$ cat src/rtl/crc_status_ctrl.sv
// crc_status_ctrl: sequences the CRC verdict on the HEX status display.
// One check at a time: start, wait for verdict (timeout), show result.
module crc_status_ctrl #(
  parameter int HOLD_CYCLES    = 50_000_000,
  parameter int BLINK_HALF     = 12_500_000,
  parameter int TIMEOUT_CYCLES = 100_000_000,
  parameter int CNT_W          = 27
) (
  input  logic       clk,
  input  logic       rst,
  input  logic       start_in,
  input  logic       crc_valid_in,
  input  logic       crc_ok_in,
  input  logic       ack_in,
  output logic [1:0] status_out,
  output logic       busy_out,
  output logic [7:0] ok_cnt_out,
  output logic [7:0] err_cnt_out
);

  typedef enum logic [1:0] {
    S_IDLE,
    S_WAIT,
    S_SHOW_OK,
    S_SHOW_ERR
  } state_t;

  localparam logic [CNT_W-1:0] L_TO_LAST   = CNT_W'(TIMEOUT_CYCLES - 1);
  localparam logic [CNT_W-1:0] L_HOLD_LAST = CNT_W'(HOLD_CYCLES - 1);
  localparam logic [CNT_W-1:0] L_BLNK_LAST = CNT_W'(BLINK_HALF - 1);

  state_t           r_state;
  state_t           w_next;
  logic [CNT_W-1:0] r_timer;
  logic [CNT_W-1:0] w_timer_nxt;
  logic [CNT_W-1:0] r_blink;
  logic [CNT_W-1:0] w_blink_nxt;
  logic             r_phase;
  logic             w_phase_nxt;
  logic             w_ok_inc;
  logic             w_err_inc;
  logic [1:0]       w_status_nxt;
  logic [1:0]       r_status;
  logic             r_busy;
  logic [7:0]       r_ok;
  logic [7:0]       r_err;

  always_comb begin
    w_next      = r_state;
    w_timer_nxt = r_timer + 1'b1;
    w_blink_nxt = r_blink;
    w_phase_nxt = r_phase;
    w_ok_inc    = 1'b0;
    w_err_inc   = 1'b0;
    unique case (r_state)
      S_IDLE: begin
        w_timer_nxt = '0;
        if (crc_valid_in) begin
          w_ok_inc  = crc_ok_in;
          w_err_inc = !crc_ok_in;
        end else if (start_in) begin
          w_next = S_WAIT;
        end
      end
      S_WAIT: begin
        if (crc_valid_in) begin
          w_ok_inc  = crc_ok_in;
          w_err_inc = !crc_ok_in;
        end else if (start_in) begin
          w_timer_nxt = '0;
        end else if (r_timer == L_TO_LAST) begin
          w_err_inc = 1'b1;
        end
      end
      S_SHOW_OK, S_SHOW_ERR: begin
        if (r_blink == L_BLNK_LAST) begin
          w_blink_nxt = '0;
          w_phase_nxt = !r_phase;
        end else begin
          w_blink_nxt = r_blink + 1'b1;
        end
        if (start_in) begin
          w_next      = S_WAIT;
          w_timer_nxt = '0;
        end else if (ack_in || r_timer == L_HOLD_LAST) begin
          w_next      = S_IDLE;
          w_timer_nxt = '0;
        end
      end
      default: w_next = S_IDLE;
    endcase
    // every entry into a SHOW state restarts hold and blink timing
    if (w_ok_inc || w_err_inc) begin
      w_next      = w_ok_inc ? S_SHOW_OK : S_SHOW_ERR;
      w_timer_nxt = '0;
      w_blink_nxt = '0;
      w_phase_nxt = 1'b0;
    end
  end

  always_comb begin
    w_status_nxt = 2'b11;
    unique case (w_next)
      S_SHOW_OK:  w_status_nxt = 2'b01;
      S_SHOW_ERR: w_status_nxt = w_phase_nxt ? 2'b11 : 2'b00;
      default:    w_status_nxt = 2'b11;
    endcase
  end

  always_ff @(posedge clk) begin
    if (rst) begin
      r_state  <= S_IDLE;
      r_timer  <= '0;
      r_blink  <= '0;
      r_phase  <= 1'b0;
      r_status <= 2'b11;
      r_busy   <= 1'b0;
      r_ok     <= '0;
      r_err    <= '0;
    end else begin
      r_state  <= w_next;
      r_timer  <= w_timer_nxt;
      r_blink  <= w_blink_nxt;
      r_phase  <= w_phase_nxt;
      r_status <= w_status_nxt;
      r_busy   <= (w_next == S_WAIT);
      if (w_ok_inc && r_ok != 8'hFF) r_ok <= r_ok + 8'd1;
      if (w_err_inc && r_err != 8'hFF) r_err <= r_err + 8'd1;
    end
  end

  assign status_out  = r_status;
  assign busy_out    = r_busy;
  assign ok_cnt_out  = r_ok;
  assign err_cnt_out = r_err;

endmodule

$ cat config.mk
export PLATFORM = sky130hd
export DESIGN_NAME = crc_status_ctrl
export DESIGN_NICKNAME = d
export VERILOG_FILES = /design/src/rtl/crc_status_ctrl.sv
export SDC_FILE = /design/constraint.sdc
export NUM_CORES = 1
export LEC_CHECK = 0
export BUFFER_PORTS_ARGS = -buffer_cell sky130_fd_sc_hd__buf_2
export CAP_MARGIN = 40
export CELL_PAD_IN_SITES_DETAIL_PLACEMENT = 0
export CELL_PAD_IN_SITES_GLOBAL_PLACEMENT = 2
export CORE_MARGIN = 2
export CORE_UTILIZATION = 40
export DETAILED_ROUTE_END_ITERATION = 10
export GPL_TIMING_DRIVEN = 1
export PLACE_DENSITY = 0.95
export SYNTH_ARGS = -nofsm -noshare
export SYNTH_HDL_FRONTEND = slang
export SYNTH_SLANG_ARGS = --single-unit
$ cat constraint.sdc
create_clock -name clk -period 4.9 [get_ports clk]
set_input_delay 0.49 -clock clk [delete_from_list [all_inputs] [get_ports clk]]
set_output_delay 0.49 -clock clk [all_outputs]
set_load 0.02 [all_outputs]
# Word-level counts from Yosys, hierarchy flattened
# Index checks and enable logic that the tools add are counted.
# word_totals
regBits	76
in_bits	6
output_inout_bits	19
wordCells	58
# op_classes
n_addsub	4
n_eq_ne	11
n_mux	25
reduce_logical	10
# ops
operator	count
$mux W27	5
$pmux W27 S3	1
$add A27 B1 Y27 const B	2
$eq A27 B24 Y1 const B	1
$eq A27 B26 Y1 const B	1
$eq A27 B27 Y1 const B	1
$add A8 B1 Y8 const B	2
$ne A8 B8 Y1 const B	2
$mux W2	6
$mux W1	10
$eq A2 B2 Y1 const B	4
$pmux W2 S2	2
$reduce_or A2 Y1	3
$eq A2 B1 Y1 const B	2
$logic_and A1 B1 Y1	2
$logic_not A1 Y1	2
$logic_not A2 Y1	1
$logic_or A1 B1 Y1	2
$pmux W1 S2	1

# Depth between registers and ports, before layout
# logic_depth
ltp_word	9
depth_mapped	8
ltp_nobuf	6

# Worst setup path before layout
# OpenSTA, ideal clock, no wires.
# synth_path
kind	register to register
start	reg r_blink[0]
end	reg r_status[0], in the netlist status_out[0]
setup_time_ps	120
arrival_time_ps	1872
required_time_ps	4780
setup_slack_ps	2908
path_stages_with_launch	8
n_path_buf	1
period_less_slack_ps	1992
cell_sequence	dfxtp_1 > ha_1 > and4_1 > buf_4 > nand4_1 > o31a_1 > or3_1 > a211o_1
# synth_between
elab_chain_cells	6
# synth_rtl
item	line	rtl
start, declared	36	logic [CNT_W-1:0] r_blink;
start signal, assigned	123	r_blink <= w_blink_nxt;
$eq A27 B24 Y1	76	if (r_blink == L_BLNK_LAST) begin
$mux W1	76	
$mux W1	55	unique case (r_state)
$mux W1	93	if (w_ok_inc || w_err_inc) begin
$mux W2	105	S_SHOW_ERR: w_status_nxt = w_phase_nxt ? 2'b11 : 2'b00;
$pmux W2 S2	103	unique case (w_next)
end signal, assigned	125	r_status <= w_status_nxt;
end, declared	43	logic [1:0] r_status;
# No other way between the ends.
# A chain may end at the register's enable or synchronous reset.

# Final worst setup path
# layout_path
start	reg r_timer[0]
end	reg r_timer[16]
# layout_between
elab_chain_cells	7
elab_cells_between_ends	15
cone_classes	add/sub (1); eq/ne (2); mux (9); reduce/logical (3)
# layout_rtl
item	line	rtl
start, declared	34	logic [CNT_W-1:0] r_timer;
start signal, assigned	122	r_timer <= w_timer_nxt;
parallel branches: the longest is 7 deep, another holds $add A27 B1 Y27	-	
# Parallel ways; which one is timed is not known.

==> impl_metrics.tcl <==
set metrics [dict create \
    status "finished, final reports clean" \
    tightestPinTransition_ns 0.7637 \
    clkSlewWorstSetupHoldPaths_ns 0.08 \
    grt_pass1_vias 2762 \
    cts_root_buf "clkbuf_8" \
    ctsHoldBuffers 0 \
    switching_share_pct 24.56 \
    hold_class "reg -> reg" \
    timing.rr.start "r_timer[0]" \
    port_buffers 24 \
    fin_util_pct 45.93 \
    reg2reg_to "r_timer[16]" \
    combPwrFrac_pct 5.4 \
    setup_tns_ns 0 \
    seqCellArea_sq_um 1521 \
    crit_chain "ha_1 -> nand4_1 -> nand4b_1 -> o21ai_0 -> a2bb2o_1 -> buf_8 -> nor3_1" \
    post_cts_buffers 0 \
    place_inst 543 \
    globalplace.congestion 0.7813 \
    io_pins 25 \
    yosys.area.top_type "dfxtp_1" \
    grt_max_degree 20 \
    rsz0062_at_grt "false" \
    dieHeight_um 99.47 \
    p_int_mw 0.8239 \
    synth_fa_ha_area_share_pct 1.373 \
    ys.warnings.count 0 \
    max_stage_delay_ns 0.58 \
    drc 0 \
    area_growth_pct 10.40 \
    detail-route-antenna-nets 0 \
    synth.most_common_cell "dfxtp_1" \
    post_cts_resize_count 0 \
    dp_hpwl_mm 5.231 \
    clkPwrFrac_pct 36.9 \
    finalCritPeriodShare_pct 50.80 \
    cts_buffer_depth 2 \
    period_needed_ns 2.489 \
    synth_mux_area_share_pct 0.5491 \
    yosys.area_share.simple_pct 32.98 \
    diodes 0 \
    antenna_found_initial 0 \
    start_kind "register" \
    yosysTopAreaCellShare_pct 41.73 \
    finalClockSkew_ns 0.01479 \
    synthArstFlopShare_pct 0 \
    synth-edff-count 0 \
    fp.coreArea_sq_um 8763 \
    insertion_delay_ns 0.35 \
    vias_per_cell 5.408 \
    powerDensity_nw_per_um2 271.3 \
    power.leakage_nw 1.292 \
    whs_ns 0.4923 \
    synth_compound_area_share_pct 6.898 \
    crit_path_end_kind "register" \
    fmax_ghz 0.4017 \
    startpoint "r_timer[0]" \
    yosysUniqueCellTypes 48 \
    cts.sinks 76 \
    nets 456 \
    maxSlewViolCount 0 \
    drt_iter0_markers 124 \
    crit_path_max_fanout 14 \
    synth_area_per_cell_sq_um 8.579 \
    layout.cells.non_filler 559 \
    required_ns 5.09 \
    synthCells 425 \
    yosys_most_used_dff "dfxtp_1" \
    ir_worst_vdd_mv 0.1372 \
    r2r_cells 7 \
    rows 34 \
    switching_power_mw 0.2682 \
    synth_common_cells "dfxtp_1, nor2_1, nor3_1, xnor2_1, nand3_1" \
    slew_headroom_pct 49.08 \
    seqPwrFrac_pct 57.7 \
    die_w_um 99.47 \
    grt_first_pass_wirelength_mm 12.97 \
    maxCapViolCount 0 \
    totalPowerFinal_mw 1.092 \
    setup_violations 0 \
    yosys.area_share.xor_xnor_pct 13.21 \
    yosys-top-cells-area "dfxtp_1, xnor2_1, nor3_1, nor2_1, nand3_1" \
    min-delay-start "r_timer[0]" \
    fill_cells 886 \
    min_to "r_timer[0]" \
    synthesis.nets 435 \
    cts_tree "done" \
    final-hold-violation-count 0 \
    min_path_cells 1 \
    track_usage_pct 15.89 \
    rrSetupSlack_ns 2.41 \
    slowest_stage "a2bb2o_1" \
    worstPathArrival_ns 2.68 \
    drive_above_1_share_pct 10.42 \
    die_area_sq_um 9894 \
    ys_ff_latch 76 \
    wl_mm 7.505 \
    multiInputGateArea_sq_um 2009 \
    cts_buffers 9 \
    overflow 0 \
    ys_seq_area_share_pct 41.73 \
    syn_area_sq_um 3646 \
    synth_top_family_by_area "simple AND/OR/NAND/NOR gates" \
    avgRoutedWirePerCell_um 13.43 \
    dr.pass1.iters 4 \
    vias 3023 \
    ctsHtreeMaxLevel 3 \
    initial_core_util_pct 41.60 \
    path_class "reg -> reg" \
]
-- critical path, delay by kind of cell, from the launching register on --
kind / cells / cell delay, ns
adders and majority gates: 1 / 0.22
buffers and inverters: 1 / 0.23
and+or+nand+nor: 3 / 0.54
AOI/OAI and AO/OA: 2 / 0.98
DFF: 1 / 0.38
-- worst max path at each step --
stage	endpoint	slack, ns	depth (start not counted)
after floorplan	status_out[0]	2.91	7
after detailed placement	r_timer[26]	2.40	7
after CTS	r_timer[16]	2.37	7
final	r_timer[16]	2.41	7
after global routing	r_timer[16]	2.14	7
after global placement	r_timer[20]	2.29	6
-- logic make-up (layout without fill, tap and decap cells) --
logic type	count (synthesis)	after routing
AO/OA/AOI/OAI	38	38
XOR/XNOR	55	55
adder cells (fa/ha/maj)	4	4
buffers and inverters	27	53
flip-flops	76	76
multiplexers	2	2
AND/OR/NAND/NOR	223	223
-- per-stage QoR --
stage          instance area [sq um]  setup slack (ns)
3_3_place_gp                    3824             2.289
6_report                        4025             2.411
4_1_cts                         4025             2.372
3_5_place_dp                    3865             2.396
5_1_grt                         4025             2.136
2_1_floorplan                   3646             2.908
-- layout by cell type, fill, tap and decap left out, types with 2 or more instances in the layout --
master and n:
dfxtp_1 76, nor2_1 49, nor3_1 42, xnor2_1 42, nand3_1 29, buf_2 24
nand2_1 20, nor4_1 14, and3_1 14, nand4_1 13, xor2_1 13, a21oi_1 12
inv_1 10, clkbuf_8 9, or3_1 8, and4_1 7, o21ai_0 7, o31ai_1 5
or4_1 4, ha_1 4, clkinv_2 4, nor4bb_1 3, nand2b_1 3, and2_1 3
or3b_1 2, nand4b_1 2, nor2b_1 2, or2_2 2, o31a_1 2, mux2i_1 2
clkbuf_1 2, buf_8 2
-- cell type report --
type / count / area share, %
Inverter: 10 / 0.9325
Timing Repair Buffer: 27 / 4.010
Clock buffer: 11 / 3.264
Clock inverter: 5 / 0.7150
Tap cell: 108 / 3.357
Sequential cell: 76 / 37.80
Multi-Input combinational cell: 322 / 49.92
-- power by group through the flow --
| stage | Combinational [mW] | Sequential (mW) | Clock, mW |
|---|---|---|---|
| 2_1_floorplan | 0.0376 | 0.646 | 0 |
| 3_3_place_gp | 0.0523 | 0.645 | 0 |
| 3_5_place_dp | 0.0595 | 0.645 | 0 |
| 4_1_cts | 0.0597 | 0.630 | 0.418 |
| 5_1_grt | 0.0655 | 0.631 | 0.443 |
| 6_report | 0.0585 | 0.630 | 0.403 |
-- metal layers --
layer	wire length, um	share of wire [%]	GRT usage [%]	vias to the layer above
met5	0	0	0	-
met4	116	1.5	4.742	0
met3	231	3.1	4.146	12
met2	3215	43	23.96	34
met1	3941	53	22.40	1409
li1	-	-	-	1568
-- registers in the layout, summed over array words and instances, names as in the netlist --
signal / cells
r_blink: 27
r_state: 2
err_cnt_out: 8
r_timer: 27
status_out: 2
r_phase: 1
ok_cnt_out: 8
busy_out: 1
(Power assumes the default switching activity.)
